[src/rtl/piso_frame_tx.sv]
// piso_frame_tx
// Parallel-in/serial-out frame transmitter for the NVM read path. A DATA_W-bit
// word is taken on a VALID/READY handshake and sent as a UART-style frame:
// start bit (0), data bits (LSB first, or MSB first when MSB_FIRST=1),
// optional even parity bit, then STOP_BITS stop bits (1). Each serial bit is
// held for BIT_CYCLES clocks, and the line idles high.
//
// Build option: define PISO_PARITY_EN to insert one even-parity bit after the
// data bits. The parity bit is the XOR of the captured D_In. When the macro is
// undefined, no parity logic is built.
//
// Ports
//   CLK    in   clock, all logic on posedge
//   RST    in   synchronous reset, active low, has priority over EN
//   EN     in   transmit enable; low aborts any frame and forces idle
//   D_In   in   parallel data word (DATA_W bits), sampled on the handshake edge
//   VALID  in   D_In valid
//   READY  out  word can be accepted this cycle (combinational)
//   D_Out  out  serial line, idle high
//   BUSY   out  frame in progress (registered)
//   DONE   out  one-cycle pulse during the final clock of the last stop bit
module piso_frame_tx #(
  parameter int DATA_W     = 8,
  parameter int STOP_BITS  = 1,
  parameter int BIT_CYCLES = 1,
  parameter int MSB_FIRST  = 0
) (
  input  logic              CLK,
  input  logic              RST,
  input  logic              EN,
  input  logic [DATA_W-1:0] D_In,
  input  logic              VALID,
  output logic              READY,
  output logic              D_Out,
  output logic              BUSY,
  output logic              DONE
);

`ifdef PISO_PARITY_EN
  localparam int PAR_W = 1;
`else
  localparam int PAR_W = 0;
`endif

  localparam int FRAME_W = 1 + DATA_W + PAR_W + STOP_BITS;
  localparam int BAUD_W  = (BIT_CYCLES > 1) ? $clog2(BIT_CYCLES) : 1;
  localparam int BIT_W   = $clog2(FRAME_W);

  localparam logic [BAUD_W-1:0] BAUD_LAST = BAUD_W'(BIT_CYCLES - 1);
  localparam logic [BIT_W-1:0]  BIT_LAST  = BIT_W'(FRAME_W - 1);

  typedef enum logic {
    IDLE  = 1'b0,
    SHIFT = 1'b1
  } state_t;

  state_t               state_reg, state_next;
  logic [FRAME_W-1:0]   shreg_reg, shreg_next;
  logic [BAUD_W-1:0]    baud_reg, baud_next;
  logic [BIT_W-1:0]     bit_reg, bit_next;
  logic                 busy_reg, busy_next;

  logic [DATA_W-1:0]    data_ord;
  logic [FRAME_W-1:0]   frame_load;
  logic                 baud_wrap;
  logic                 last_tick;

  // Data bit order. The shift register always sends bit 0 first, so MSB-first
  // mode reverses the word before loading.
  generate
    for (genvar gi = 0; gi < DATA_W; gi++) begin : g_order
      if (MSB_FIRST != 0) begin : g_msb
        assign data_ord[gi] = D_In[DATA_W-1-gi];
      end else begin : g_lsb
        assign data_ord[gi] = D_In[gi];
      end
    end
  endgenerate

`ifdef PISO_PARITY_EN
  logic parity;
  // Even parity over the word as captured (independent of send order).
  assign parity     = ^D_In;
  assign frame_load = {{STOP_BITS{1'b1}}, parity, data_ord, 1'b0};
`else
  assign frame_load = {{STOP_BITS{1'b1}}, data_ord, 1'b0};
`endif

  assign baud_wrap = (baud_reg == BAUD_LAST);
  // Final clock of the final stop bit: the frame ends at the next edge, so a
  // new word may be accepted on that same edge (no idle gap).
  assign last_tick = (state_reg == SHIFT) && baud_wrap && (bit_reg == BIT_LAST);

  assign READY = EN && ((state_reg == IDLE) || last_tick);
  assign DONE  = EN && last_tick;
  assign D_Out = (state_reg == SHIFT) ? shreg_reg[0] : 1'b1;
  assign BUSY  = busy_reg;

  always_comb begin
    state_next = state_reg;
    shreg_next = shreg_reg;
    baud_next  = baud_reg;
    bit_next   = bit_reg;
    busy_next  = busy_reg;

    if (!EN) begin
      // Abort: the partial frame is dropped, not resumed.
      state_next = IDLE;
      shreg_next = '1;
      baud_next  = '0;
      bit_next   = '0;
      busy_next  = 1'b0;
    end else begin
      unique case (state_reg)
        IDLE: begin
          if (VALID) begin
            state_next = SHIFT;
            shreg_next = frame_load;
            baud_next  = '0;
            bit_next   = '0;
            busy_next  = 1'b1;
          end
        end
        SHIFT: begin
          if (!baud_wrap) begin
            baud_next = baud_reg + 1'b1;
          end else begin
            baud_next = '0;
            if (bit_reg == BIT_LAST) begin
              bit_next = '0;
              if (VALID) begin
                // Back-to-back frame: reload straight from the last stop bit.
                shreg_next = frame_load;
                busy_next  = 1'b1;
              end else begin
                state_next = IDLE;
                shreg_next = '1;
                busy_next  = 1'b0;
              end
            end else begin
              shreg_next = {1'b1, shreg_reg[FRAME_W-1:1]};
              bit_next   = bit_reg + 1'b1;
            end
          end
        end
        default: begin
          state_next = IDLE;
        end
      endcase
    end
  end

  always_ff @(posedge CLK) begin
    if (!RST) begin
      state_reg <= IDLE;
      shreg_reg <= '1;
      baud_reg  <= '0;
      bit_reg   <= '0;
      busy_reg  <= 1'b0;
    end else begin
      state_reg <= state_next;
      shreg_reg <= shreg_next;
      baud_reg  <= baud_next;
      bit_reg   <= bit_next;
      busy_reg  <= busy_next;
    end
  end

endmodule
[config.mk]
export PLATFORM = sky130hd
export DESIGN_NAME = piso_frame_tx
export DESIGN_NICKNAME = d
export VERILOG_FILES = /design/src/rtl/piso_frame_tx.sv
export SDC_FILE = /design/constraint.sdc
export NUM_CORES = 1
export LEC_CHECK = 0
export CAP_MARGIN = 5
export CORE_MARGIN = 4
export CORE_UTILIZATION = 40
export CTS_CLUSTER_SIZE = 25
export DETAILED_ROUTE_END_ITERATION = 10
export PLACE_DENSITY = 0.67
export SLEW_MARGIN = 20
export SYNTH_ARGS = -nofsm -noshare
export SYNTH_HDL_FRONTEND = slang
export SYNTH_SLANG_ARGS = --single-unit
[constraint.sdc]
create_clock -name CLK -period 1.6 [get_ports CLK]
set_clock_uncertainty 0.15 [all_clocks]
set_input_delay 0.48 -clock CLK [delete_from_list [all_inputs] [get_ports CLK]]
set_output_delay 0.48 -clock CLK [all_outputs]
set_load 0.02 [all_outputs]
# [Yosys cells after proc, flatten, opt, wreduce, memory -nomap -nowiden]
# Index checks and enable logic that the tools add are counted.
[classes] reduce_logical=8 n_addsub=2 mux=21 bitwise=2 eq_ne=4
[op_table] op="10-bit two-way mux" n=3
[op_table] op="10-bit case mux with 2 select lines" n=1
[op_table] op="4-bit two-way mux" n=3
[op_table] op="1-bit two-way mux" n=9
[op_table] op="9-bit two-way mux" n=1
[op_table] op="4-bit case mux with 2 select lines" n=1
[op_table] op="1-bit case mux with 2 select lines" n=3
[op_table] op="4-bit by 1-bit adder with 4-bit output, second input constant" n=1
[op_table] op="4-bit equality test, second input constant" n=1
[op_table] op="1-bit logical AND" n=4
[op_table] op="2-bit != test, second input constant" n=2
[op_table] op="2-bit AND reduction" n=2
[op_table] op="3-bit AND reduction" n=1
[op_table] op="2-bit by 1-bit != test with 1-bit output, second input constant" n=1
[op_table] op="1-bit inverter" n=2
[op_table] op="1-bit adder, second input constant" n=1
[op_table] op="1-bit logical OR" n=1
[totals] output_inout_bits=4 input_bits=12 wordCells=42 register_bits=17

# [Longest topological paths before layout]
[depth] ltp_word=5 mapped_depth=6

# [Worst setup path after synthesis]
# No wires, ideal clock.
[synth_path] kind="register to output" startpoint="register bit_reg[0]" endpoint="output READY" stages_incl_launch_ff=4 arrival_time_ps=1263 n_path_buf=0 path_slack_ps=-293 cell_sequence="dfxtp_1 -> ha_1 -> nand3b_1 -> a21boi_0"
[synth_via] elab_chain_len=4
[synth_rtl] item="start, declared" line="60" rtl="logic [BIT_W-1:0] bit_reg, bit_next;"
[synth_rtl] item="start signal, assigned" line="164" rtl="bit_reg <= bit_next;"
[synth_rtl] item="4-bit equality test" line="92" rtl="assign last_tick = (state_reg == SHIFT) && baud_wrap && (bit_reg == BIT_LAST);"
[synth_rtl] item="1-bit logical AND" line="92"
[synth_rtl] item="1-bit logical OR" line="94" rtl="assign READY = EN && ((state_reg == IDLE) || last_tick);"
[synth_rtl] item="1-bit logical AND" line="94"
[synth_rtl] item="end, declared" line="33" rtl="output logic READY,"
# Every way passes these cells.

# [Worst setup path after layout]
[layout_path] startpoint="register bit_reg[1]" endpoint="output DONE"
[layout_via] elab_chain_len=3
[layout_rtl] item="4-bit equality test" line="92"
[layout_rtl] item="1-bit logical AND" line="92"
[layout_rtl] item="1-bit logical AND" line="95" rtl="assign DONE = EN && last_tick;"
[layout_rtl] item="end, declared" line="36" rtl="output logic DONE"
# Every way passes these cells.

==> parameters.txt <==
Parameter                              Value

Timing
  Final critical-path share of the clock period ... 1.20
  Setup TNS Final ... -1.66 ns
  PnR worst setup slack ... -0.323 ns
  Final Slew Violations ... 0
  RSZ-0062 raised after global routing ... true
  Hold WS ... 0.330 ns
  Pin slew with the least headroom to its limit ... 0.224 ns
  Tightest slew margin relative to the limit ... 0.850
  Shortest period the worst path allows ... 1.92 ns
  Highest clock frequency the design can meet ... 0.520 GHz
  Setup violations, final ... 10
  Endpoints failing hold ... 0

Synth
  Netlist cell types ... 30
  Synth Net Count ... 110
  Count of mapped cells out of synthesis ... 96
  Number of storage elements in the synthesis netlist ... 15
  Synth warnings ... 0
  Share of the yosys chip area belonging to registers ... 0.374
  Synth Area per Inst ... 8.37 µm²
  Portion of synthesized cell area occupied by the leading cell type ... 0.374
  Cell taking the most area after synthesis ... dfxtp_1
  Syn Std Cell Area ... 803 µm²
  Cell types occupying the most area after synthesis ... dfxtp_1 (37%), a21oi_1 (12%), a221o_1 (8.7%)

Route
  WL/cell ... 13.9 µm
  Total Wirelength ... 2180 µm
  DRC errors left ... 0
  Vias after detailed routing ... 862
  Number of detailed-route iterations in the first pass ... 4
  Vias per inst ... 5.53
  Antenna-violating nets left ... 0
  Violation count after the first detailed-route iteration ... 40

Global routing
  Global-route wire length before repair ... 3710 µm
  Global routing usage summed across all routing layers ... 0.186
  Overflow after GRT ... 0
  Number of global-route vias before repair ... 803
  Pin count of the biggest net entering global routing ... 14
  Initial antenna violation count ... 0

Outcome
  Violations in the final reports ... setup timing
  Run status ... finished with violations

Die
  Overall die width ... 52.8 µm
  Count of boundary I/O pins ... 16
  Height of the die ... 52.8 µm
  Core box area ... 1820 µm²
  Overall die area ... 2790 µm²
  Cell Rows ... 15
  Starting utilization of the core area ... 0.441

Run
  Number of maximum-capacitance constraint violations ... 0

Cells and area
  Nets@finish ... 146
  Layout cells sized above 1 ... 0.336
  Final antenna diode count ... 0
  Number of flip-flops under the largest register name ... 9
  Synthesis-to-finish area growth ... 47.7%
  Commonest cells after routing, fill and taps aside ... buf_4 (22), a21oi_1 (19), dfxtp_1 (11)
  Most common cell after layout, fill and taps aside ... buf_4

CTS
  Root cell of the clock tree ... clkbuf_4
  Clock buffer depth ... 2
  H-tree depth ... 1
  Clock latency of the later-clocked register in the worst-skew pair ... 0.29 ns
  TritonCTS clock tree ... built
  Worst-path clk slew ... 0.09 ns
  Total clock buffers created by CTS ... 3
  Sinks on Clock Net ... 15

Power
  Lkg Pwr ... 0.000483 µW
  VDD IR max ... 569 µV
  Pwr/cell area ... 645 nW/µm²

Setup path
  Startpoint class of the critical path ... flop
  Max stage delay cell, worst path ... dfxtp_2
  Crit path buffers/inverters ... 2
  Worst endpoint required time ... 0.97 ns
  Delay of the slowest cell on the worst path ... 0.34 ns
  CP Data Arrival Time ... 1.29 ns
  Ordered cell list for the critical path ... inv_2 -> ha_4 -> and3b_1 -> and3_4 -> buf_6
  Largest fanout of any net on the critical path ... 3
  Crit. End Element ... output pin
  Critical path's top delay family ... flip-flops
  Crit Path Class ... reg2out
  R2R cell count ... 6
  CP Depth ... 5

Placed design
  GPL Wtd Cong ... 0.784
  Port Buffer Count ... 15
  Detailed placer's ending HPWL ... 1540 µm

Worst hold path
  Hold Path Class ... reg2reg
  Cell count of the worst hold path ... 1
cell type report:
class / count / area (µm²)
inverter: 10 / 41.3
tap: 25 / 31.3
clock buffer: 4 / 26.3
multi-input combinational: 64 / 454
fill: 167 / 634
timing repair buffer: 38 / 325
sequential: 15 / 308
metrics by stage:
step	worst slack (ns)	util	instance area (µm²)	total power, µW	instances
3_3_place_gp	-0.770	0.612	1110	539	148
5_1_grt	-0.389	0.652	1190	816	156
2_1_floorplan	-0.0496	-	827	467	96
6_report	-0.323	0.652	1190	765	156
3_5_place_dp	-0.800	0.612	1110	543	148
4_1_cts	-0.335	0.626	1140	759	152
worst paths after layout:
kind / from / to / slack [ns]
hold / removal: BUSY / BUSY / 0.33
hold reg to reg: BUSY / BUSY / 0.33
setup reg to reg: bit_reg[1] / shreg_reg[1] / -0.23
setup / recovery: bit_reg[1] / DONE / -0.32
layer usage:
| layer | GRT usage | wire length, µm | vias up |
|---|---|---|---|
| li1 | - | - | 423 |
| met2 | 0.298 | 1020 | 29 |
| met4 | 0.102 | 48 | 0 |
| met3 | 0.0370 | 127 | 4 |
| met1 | 0.230 | 981 | 406 |
| met5 | 0 | 0 | - |
timing repair:
action	in CTS	in global routing
pin swaps	2	0
setup endpoints to repair	13	12
resized for setup	22	7
hold buffers	0	0
endpoints found under the hold margin	0	0
buffers inserted	0	4
cell usage after synthesis, drive strengths merged:
master,count
mux2,1
a31oi,1
o21ai,2
nand2b,2
buf,2
a21boi,1
nand2,2
a221o,7
nand4b,1
clkbuf,5
nand4,1
ha,2
dfxtp,15
a21oi,20
and4b,1
nor2b,2
mux2i,1
or3,8
nand3b,1
a2bb2oi,1
a32oi,1
nor2,3
and3,1
and3b,1
o21a,1
o32ai,1
nand3,2
inv,10
power by group:
group | internal, µW | switching, µW | total (µW) | leakage (µW)
logic | 84.6 | 64.6 | 149 | 0.000344
registers | 386 | 9.09 | 396 | 0.000124
clock network | 97.0 | 123 | 220 | 0.0000150
kinds of logic (layout without fill, tap and decap cells):
kind of cell | after synthesis | in the layout | synth area share
AO/OA/AOI/OAI | 35 | 35 | 0.284
adder cells (fa/ha/maj) | 2 | 2 | 0.0311
buffers and inverters | 17 | 52 | 0.0903
flip-flops | 15 | 15 | 0.374
multiplexers | 2 | 2 | 0.0265
AND/OR/NAND/NOR | 25 | 25 | 0.195
No activity file was read; power rests on OpenSTA's default activity.
